--- config.mk ---
export PLATFORM = sky130hd
export DESIGN_NAME = mem_arbiter
export DESIGN_NICKNAME = d
export VERILOG_FILES = /design/src/rtl/mem_arbiter.sv
export SDC_FILE = /design/constraint.sdc
export NUM_CORES = 1
export LEC_CHECK = 0
export BUFFER_PORTS_ARGS = -buffer_cell sky130_fd_sc_hd__buf_2
export CORE_ASPECT_RATIO = 0.7
export CORE_MARGIN = 5
export CORE_UTILIZATION = 48
export CTS_BUF_LIST = sky130_fd_sc_hd__clkbuf_4 sky130_fd_sc_hd__clkbuf_8 sky130_fd_sc_hd__clkbuf_16
export DETAILED_ROUTE_END_ITERATION = 8
export PLACE_DENSITY = 0.77
export REMOVE_ABC_BUFFERS = 1
export SLEW_MARGIN = 10
export SYNTH_ARGS = -nofsm -noshare
export SYNTH_HDL_FRONTEND = slang
export SYNTH_SLANG_ARGS = --single-unit
--- constraint.sdc ---
create_clock -name risc_clk -period 1.9 [get_ports risc_clk]
set_input_delay 0.095 -clock risc_clk [delete_from_list [all_inputs] [get_ports risc_clk]]
set_output_delay 0.095 -clock risc_clk [all_outputs]
set_load 0.02 [all_outputs]
--- src/rtl/mem_arbiter.sv ---
// mem_arbiter: shares one single-ported unified memory between the fetch
// stage and the MEM stage. Data accesses win contention, except that a
// starvation counter hands the memory to fetch after STARVE_MAX consecutive
// data grants made while fetch was waiting. One access is in flight at a
// time; read data and the one-cycle ack pulse are registered.
module mem_arbiter #(
  parameter int ADDR_W     = 32,
  parameter int DATA_W     = 32,
  parameter int MEM_LAT    = 1,   // 1..7
  parameter int STARVE_MAX = 4    // 1..15
) (
  input  logic                risc_clk,
  input  logic                rst,
  // fetch port
  input  logic                if_req,
  input  logic [ADDR_W-1:0]   if_addr,
  output logic [DATA_W-1:0]   if_rdata,
  output logic                if_ack,
  output logic                if_stall,
  // data port
  input  logic                d_req,
  input  logic                d_we,
  input  logic [ADDR_W-1:0]   d_addr,
  input  logic [DATA_W-1:0]   d_wdata,
  input  logic [DATA_W/8-1:0] d_be,
  output logic [DATA_W-1:0]   d_rdata,
  output logic                d_ack,
  output logic                d_stall,
  // memory port
  output logic                mem_en,
  output logic                mem_we,
  output logic [ADDR_W-1:0]   mem_addr,
  output logic [DATA_W-1:0]   mem_wdata,
  output logic [DATA_W/8-1:0] mem_be,
  input  logic [DATA_W-1:0]   mem_rdata,
  output logic                busy
);

  localparam int BE_W = DATA_W / 8;

  localparam logic [1:0] IDLE  = 2'd0;
  localparam logic [1:0] ISSUE = 2'd1;
  localparam logic [1:0] WAIT  = 2'd2;

  localparam logic [3:0] STARVE_LIM = 4'(STARVE_MAX);
  localparam logic [2:0] LAT_INIT   = 3'(MEM_LAT);

  logic [1:0]        state_q,     state_d;
  logic              owner_q,     owner_d;      // 1 = data, 0 = fetch
  logic [2:0]        lat_q,       lat_d;
  logic [3:0]        starve_q,    starve_d;
  logic              mem_we_q,    mem_we_d;
  logic [ADDR_W-1:0] mem_addr_q,  mem_addr_d;
  logic [DATA_W-1:0] mem_wdata_q, mem_wdata_d;
  logic [BE_W-1:0]   mem_be_q,    mem_be_d;
  logic              if_ack_q,    if_ack_d;
  logic              d_ack_q,     d_ack_d;
  logic [DATA_W-1:0] if_rdata_q,  if_rdata_d;
  logic [DATA_W-1:0] d_rdata_q,   d_rdata_d;

  // A requester is not eligible during its own ack cycle.
  logic if_elig, d_elig, grant_d, grant_if;
  assign if_elig  = if_req & ~if_ack_q;
  assign d_elig   = d_req  & ~d_ack_q;
  assign grant_d  = d_elig & (~if_elig | (starve_q != STARVE_LIM));
  assign grant_if = if_elig & ~grant_d;

  // Next-state logic: arbitration in IDLE, strobe in ISSUE, latency count in WAIT.
  always_comb begin
    // NOTE: every signal gets its hold value first so no path can infer a latch.
    state_d     = state_q;
    owner_d     = owner_q;
    lat_d       = lat_q;
    starve_d    = starve_q;
    mem_we_d    = mem_we_q;
    mem_addr_d  = mem_addr_q;
    mem_wdata_d = mem_wdata_q;
    mem_be_d    = mem_be_q;
    if_rdata_d  = if_rdata_q;
    d_rdata_d   = d_rdata_q;
    if_ack_d    = 1'b0;
    d_ack_d     = 1'b0;

    case (state_q)
      IDLE: begin
        if (grant_d) begin
          owner_d     = 1'b1;
          mem_we_d    = d_we;
          mem_addr_d  = d_addr;
          mem_wdata_d = d_wdata;
          mem_be_d    = d_be;
          state_d     = ISSUE;
          if (if_elig && (starve_q < STARVE_LIM)) begin
            starve_d = starve_q + 4'd1;
          end
        end else if (grant_if) begin
          owner_d    = 1'b0;
          mem_we_d   = 1'b0;
          mem_addr_d = if_addr;
          mem_be_d   = '1;
          starve_d   = 4'd0;
          state_d    = ISSUE;
        end
      end
      ISSUE: begin
        lat_d   = LAT_INIT;
        state_d = WAIT;
      end
      WAIT: begin
        lat_d = lat_q - 3'd1;
        if (lat_q == 3'd1) begin
          if (owner_q) begin
            d_ack_d = 1'b1;
            if (!mem_we_q) begin
              d_rdata_d = mem_rdata;
            end
          end else begin
            if_ack_d   = 1'b1;
            if_rdata_d = mem_rdata;
          end
          state_d = IDLE;
        end
      end
      default: state_d = IDLE;
    endcase
  end

  // State registers; reset abandons any in-flight access and clears all outputs.
  always_ff @(posedge risc_clk or negedge rst) begin
    if (!rst) begin
      state_q     <= IDLE;
      owner_q     <= 1'b0;
      lat_q       <= 3'd0;
      starve_q    <= 4'd0;
      mem_we_q    <= 1'b0;
      mem_addr_q  <= '0;
      mem_wdata_q <= '0;
      mem_be_q    <= '0;
      if_ack_q    <= 1'b0;
      d_ack_q     <= 1'b0;
      if_rdata_q  <= '0;
      d_rdata_q   <= '0;
    end else begin
      // NOTE: non-blocking assignments so every register samples pre-edge values.
      state_q     <= state_d;
      owner_q     <= owner_d;
      lat_q       <= lat_d;
      starve_q    <= starve_d;
      mem_we_q    <= mem_we_d;
      mem_addr_q  <= mem_addr_d;
      mem_wdata_q <= mem_wdata_d;
      mem_be_q    <= mem_be_d;
      if_ack_q    <= if_ack_d;
      d_ack_q     <= d_ack_d;
      if_rdata_q  <= if_rdata_d;
      d_rdata_q   <= d_rdata_d;
    end
  end

  assign mem_en    = (state_q == ISSUE);
  assign busy      = (state_q != IDLE);
  assign mem_we    = mem_we_q;
  assign mem_addr  = mem_addr_q;
  assign mem_wdata = mem_wdata_q;
  assign mem_be    = mem_be_q;
  assign if_ack    = if_ack_q;
  assign d_ack     = d_ack_q;
  assign if_rdata  = if_rdata_q;
  assign d_rdata   = d_rdata_q;
  assign if_stall  = if_req & ~if_ack_q;
  assign d_stall   = d_req & ~d_ack_q;

endmodule

== Word-level counts from Yosys, hierarchy flattened ==
Index checks and enable logic that the tools add are counted.
Operators by class
  add/sub/neg operators: 2
  multipliers: 0
  divide/modulo/power cells: 0
  $lt $le $gt $ge: 1
  equality and inequality tests: 7
  shifts and indexed selects: 0
  muxes and demuxes: 21
  bitwise logic cells: 11
  reductions and logical operators: 11
Operator list (number)
  32-bit two-way mux: 2
  4-bit two-way mux: 5
  1-bit two-way mux: 9
  2-bit two-way mux: 3
  1-bit NOT: 6
  2-bit case mux with 3 select lines: 1
  3-bit case mux with 2 select lines: 1
  2-bit AND reduction: 3
  3-bit AND reduction: 2
  2-bit nonzero test: 3
  4-bit by 1-bit adder with 4-bit output (second input constant): 1
  1-bit bitwise AND: 4
  4-bit by 3-bit < comparator with 1-bit output (second input constant): 1
  4-bit by 3-bit inequality test with 1-bit output (second input constant): 1
  4-bit AND reduction: 1
  3-bit by 1-bit equality test with 1-bit output (second input constant): 1
  3-bit inequality test (second input constant): 1
  3-bit by 1-bit subtractor with 3-bit output (second input constant): 1
  2-bit by 1-bit equality test with 1-bit output (second input constant): 1
  2-bit equality test (second input constant): 1
  2-bit zero test: 1
  2-bit by 1-bit inequality test with 1-bit output (second input constant): 1
  2-bit inequality test (second input constant): 1
  1-bit logical AND: 1
  1-bit bitwise OR: 1
Storage, ports and cells
  flip-flop bits (word level): 145
  latch bits: 0
  bits in writable memories: 0
  memory bits (read-only): 0
  output and inout port bits: 139
  word-level logic and storage cells: 65
  memories: 0

== Longest topological paths before layout ==
  depth after elaboration: 10
  mapped depth: 8
  mapped depth without buffers: 6

== Worst setup path before layout ==
OpenSTA, ideal clock, no wires.
  kind: reg-to-reg
  start point: register state_q[0]
  end point: register d_rdata_q[10] (netlist: d_rdata[10])
  setup time: 125 ps
  arrival time: 1640 ps
  data required time: 1775 ps
  setup slack: 135 ps
  cell stages (with the launch flop): 9
  buffers on the path: 2
  clock period less this slack: 1765 ps
  cells stage by stage: dfrtp_1 > inv_1 > ha_1 > nand2_1 > nor3b_2 > and2b_1 > buf_4 > buf_6 > mux2_2
On the way
  cells in the longest elaborated chain, start to end: 2
RTL lines
  start: declaration: RTL line 48  | logic [1:0] state_q, state_d;
  start signal: assignment: RTL line 145  | state_q <= state_d;
  2-bit equality test: RTL line 84  | case (state_q)
  4-bit AND reduction (no source line)
  end signal: assignment: RTL line 156  | d_rdata_q <= d_rdata_d;
  end: declaration: RTL line 59  | logic [DATA_W-1:0] d_rdata_q, d_rdata_d;
No other way between the ends.
A chain may end at the register's enable or synchronous reset.

== Worst setup path after layout ==
  start point: register starve_q[0]
  end point: register mem_wdata_q[1] (netlist: mem_wdata[1])
On the way
  cells in the longest elaborated chain, start to end: 4
RTL lines
  start: declaration: RTL line 51  | logic [3:0] starve_q, starve_d;
  start signal: assignment: RTL line 148  | starve_q <= starve_d;
  4-bit by 3-bit inequality test with 1-bit output: RTL line 65  | assign grant_d = d_elig & (~if_elig | (starve_q != STARVE_LIM));
  1-bit bitwise OR: RTL line 65
  1-bit bitwise AND: RTL line 65
  2-bit AND reduction (no source line)
  end signal: assignment: RTL line 151  | mem_wdata_q <= mem_wdata_d;
  end: declaration: RTL line 54  | logic [DATA_W-1:0] mem_wdata_q, mem_wdata_d;
No other way between the ends.

==> summary.md <==
| Metric | Value |
|---|---|
| Outcome | `finished, final reports clean` |
| Top cell family by delay on the critical path | `flip-flops` |
| Buffering stage count on the worst path with inverters included | `3` |
| Hold wc startpoint | `d_addr[31]` |
| Inserted Diodes | `0` |
| Pwr Total | `17700 uW` |
| Final TNS setup | `0 ns` |
| RR Endpoint | `mem_wdata[1]$_DFFE_PN0P_` |
| Number of placed I/O pins | `276` |
| Clock transition at the register clock pins on the worst setup and hold paths after CTS | `0.06 ns` |
| Avg Synthesized Cell Area | `13.1 sq um` |
| Relative slew margins | `0.673` |
| Die Area | `16200 sq um` |
| Port Buf Inserts | `275` |
| Most used standard cell by instance count after synthesis | `dfrtp_1` |
| First drt pass iteration count | `5` |
| Highest-delay cell along the critical path | `dfrtp_1` |
| Endpoint required time on the critical path | `2.18 ns` |
| Setup Skew | `0.0118 ns` |
| Maximum capacitance violations | `0` |
| Chip Width | `150 um` |
| Worst r2r path cells | `7` |
| Share of the yosys chip area belonging to registers | `0.550` |
| PnR worst setup slack | `0.0597 ns` |
| RR Startpoint | `starve_q[0]$_DFFE_PN0P_` |
| CP Max Fanout | `9` |
| Total half-perimeter wirelength after legalization and detailed placement | `13.6 mm` |
| Clock tree root driver cell | `clkbuf_16` |
| Worst Hold Margin | `0.0409 ns` |
| Cell type with the highest aggregate area in the netlist | `dfrtp_1` |
| Worst slew pin tran | `0.490 ns` |
| Starting density of the core | `0.496` |
| Min Clock Period, post-route | `1.84 ns` |
| Final critical-path share of the clock period | `0.969` |
| Library cell appearing most often on the critical path | `buf_12` |
| Netlist area before placement | `6600 sq um` |
| Number of endpoints failing setup at the final stage | `0` |
| Antenna violation net count after detailed routing | `0` |
| Layout cell share with drive strength beyond 1 | `0.550` |
| Number of flops mapped to enable cells by yosys | `0` |
| Post-synth cell types | `39` |
| Number of hold violations in the final report | `0` |
| Wire length of the first global-routing pass | `31.3 mm` |
| Die boundary height | `108 um` |
| Data arrival, critical path | `2.12 ns` |
| Via count of the first global-routing pass | `6146` |
| Cells along the critical path | `inv_1 > ha_1 > and3b_2 > a21oi_4 > buf_12 > buf_12 > mux2_2` |
| DR vias | `5737` |
| Average via count per standard cell | `5.43` |
| WHS Endpoint | `mem_addr[31]$_DFFE_PN0P_` |
| All-Layer GR Usage | `0.244` |
| Final routed wirelength across all metal layers | `20.8 mm` |
| Clock tree from TritonCTS | `built` |
| Portion of synthesized cell area occupied by the leading cell type | `0.550` |
| Endpoint class of the critical path | `flip-flop` |
| Iteration-0 DRC Markers | `338` |
| Cell Pwr Density | `1820 nW/um^2` |
| Antenna violations before repair | `0` |
| Dominant cells by area after synthesis | `dfrtp_1, mux2_2, a2111oi_2, nor3_1, o22ai_1` |
| Maximum level of the CTS H-tree | `4` |
| Fill count | `895` |
| Async SR Flop Fraction | `1.00` |
| Net total in the final layout | `1003` |
| Critical path's largest stage delay | `0.38 ns` |
| Hold/Removal Path Class | `in -> reg` |
| Path type of the worst setup path | `reg -> reg` |
| Min-Delay Path Depth | `3` |
| Slack of the worst reg-to-reg path | `0.06 ns` |
| Fin util | `0.730` |
| Area Growth Syn to Fin | `47.2%` |
| Post-detailed-route DRC marker count | `0` |
| Number of buffers inserted during clock tree synthesis | `17` |
| Largest net degree at the start of global routing | `50` |
| Floorplan row count | `35` |
| Static Leak | `0.00448 uW` |
| Worst slack at placement | `-0.000481 ns` |
| Worst VDD drop | `1.24 mV` |
| Launching instance or port of the critical path | `starve_q[0]$_DFFE_PN0P_` |
| Crit start category | `flip-flop` |
| RePlAce Congestion | `0.795` |
| Maximum clock insertion buffer count | `2` |
| Synthesis warning total | `0` |
| Fmax achieved | `543 MHz` |
| Avg WL per Cell | `19.7 um` |
| Commonest cells in the netlist | `dfrtp_1, mux2_2, nor3_1, nor2_1, o22ai_1` |
| Clock insertion delay at the later pin of the skew report | `0.41 ns` |
| Dominant synthesized flop cell | `dfrtp_1` |
| Total clock sinks | `145` |
| Max-slew violation total from the final report | `0` |
| Leftover overflow at the end of global routing | `0` |
| Mapped Cells | `503` |
| Yosys reg bits | `145` |
| Placeable core region | `13300 sq um` |
## what timing repair did
item,in CTS,in global routing
endpoints found under the setup margin,1,59
setup buffers,0,3
resized for setup,1,11
hold buffers,70,0
pin swaps,0,2
cloned,0,6
hold endpoints to repair,147,0
## through the flow
stage          std cells  cell area (sq um)
3_5_place_dp         946               8240
5_1_grt             1057               9720
3_3_place_gp         946               8240
4_1_cts             1048               9540
2_1_floorplan        466               6330
6_report            1057               9720
## per-layer routing
metal,wire length (um),global-route usage,vias up
met5,0,0,-
met4,471,0.0809,0
met3,1610,0.0779,43
met2,10600,0.423,256
met1,8120,0.289,2841
li1,-,-,2597
## worst max-delay path by stage
stage	slack (ns)	endpoint	cells after the start
final	0.06	mem_wdata[1]$_DFFE_PN0P_	7
after global placement	0.12	d_rdata[22]$_DFFE_PN0P_	7
after floorplan	-1.64	mem_wdata[0]$_DFFE_PN0P_	5
after global routing	-0.03	d_rdata[17]$_DFFE_PN0P_	7
after CTS	0.04	mem_wdata[14]$_DFFE_PN0P_	6
after detailed placement	-0.0005	mem_addr[16]$_DFFE_PN0P_	6
## logic make-up after synthesis
kind of cell	synth area share
buffers and inverters	0.0478
and+or+nand+nor	0.0899
adders and majority gates	0.0133
muxes	0.172
AOI/OAI and AO/OA	0.127
DFF	0.550
## sequential cells by signal (all words and copies together) (netlist names), 2 cells and up
register   flops
lat_q          3
d_rdata       32
mem_wdata     32
mem_addr      32
starve_q       4
state_q        2
if_rdata      32
mem_be         4
## worst reg2reg max path: cells and delay by family, from the launching register on
kind | cells | cell delay (ns)
AOI/OAI and AO/OA | 1 | 0.15
adders and majority gates | 1 | 0.22
buffers and inverters | 3 | 0.33
DFF | 1 | 0.38
muxes | 1 | 0.37
and+or+nand+nor | 1 | 0.27
## final cells by class
class / count / area (sq um) / share of cell area
timing repair buffer: 374 / 2540 / 0.261
tap: 185 / 231 / 0.0238
clock buffer: 19 / 447 / 0.0460
multi-input combinational: 309 / 2680 / 0.276
inverter: 12 / 47.5 / 0.00489
sequential: 145 / 3630 / 0.373
clock inverter: 13 / 150 / 0.0154
## placed cells by master, fill, tap and decap left out, drive strengths merged, types with 4 or more instances in the layout
cell | netlist | final
nand2 | 6 | 6
mux2 | 98 | 98
a21oi | 7 | 7
nor3 | 65 | 65
o22a | 5 | 5
nand3b | 4 | 4
nor2 | 35 | 35
inv | 12 | 17
dlygate4sd3 | 0 | 70
clkbuf | 6 | 23
o22ai | 32 | 32
ha | 7 | 7
buf | 31 | 300
dfrtp | 145 | 145
a2111oi | 32 | 32
## where the power goes
group / internal (uW) / switching [uW]
combinational: 3730 / 5020
sequential: 4640 / 916
clock: 2010 / 1340
(Power assumes the default switching activity.)
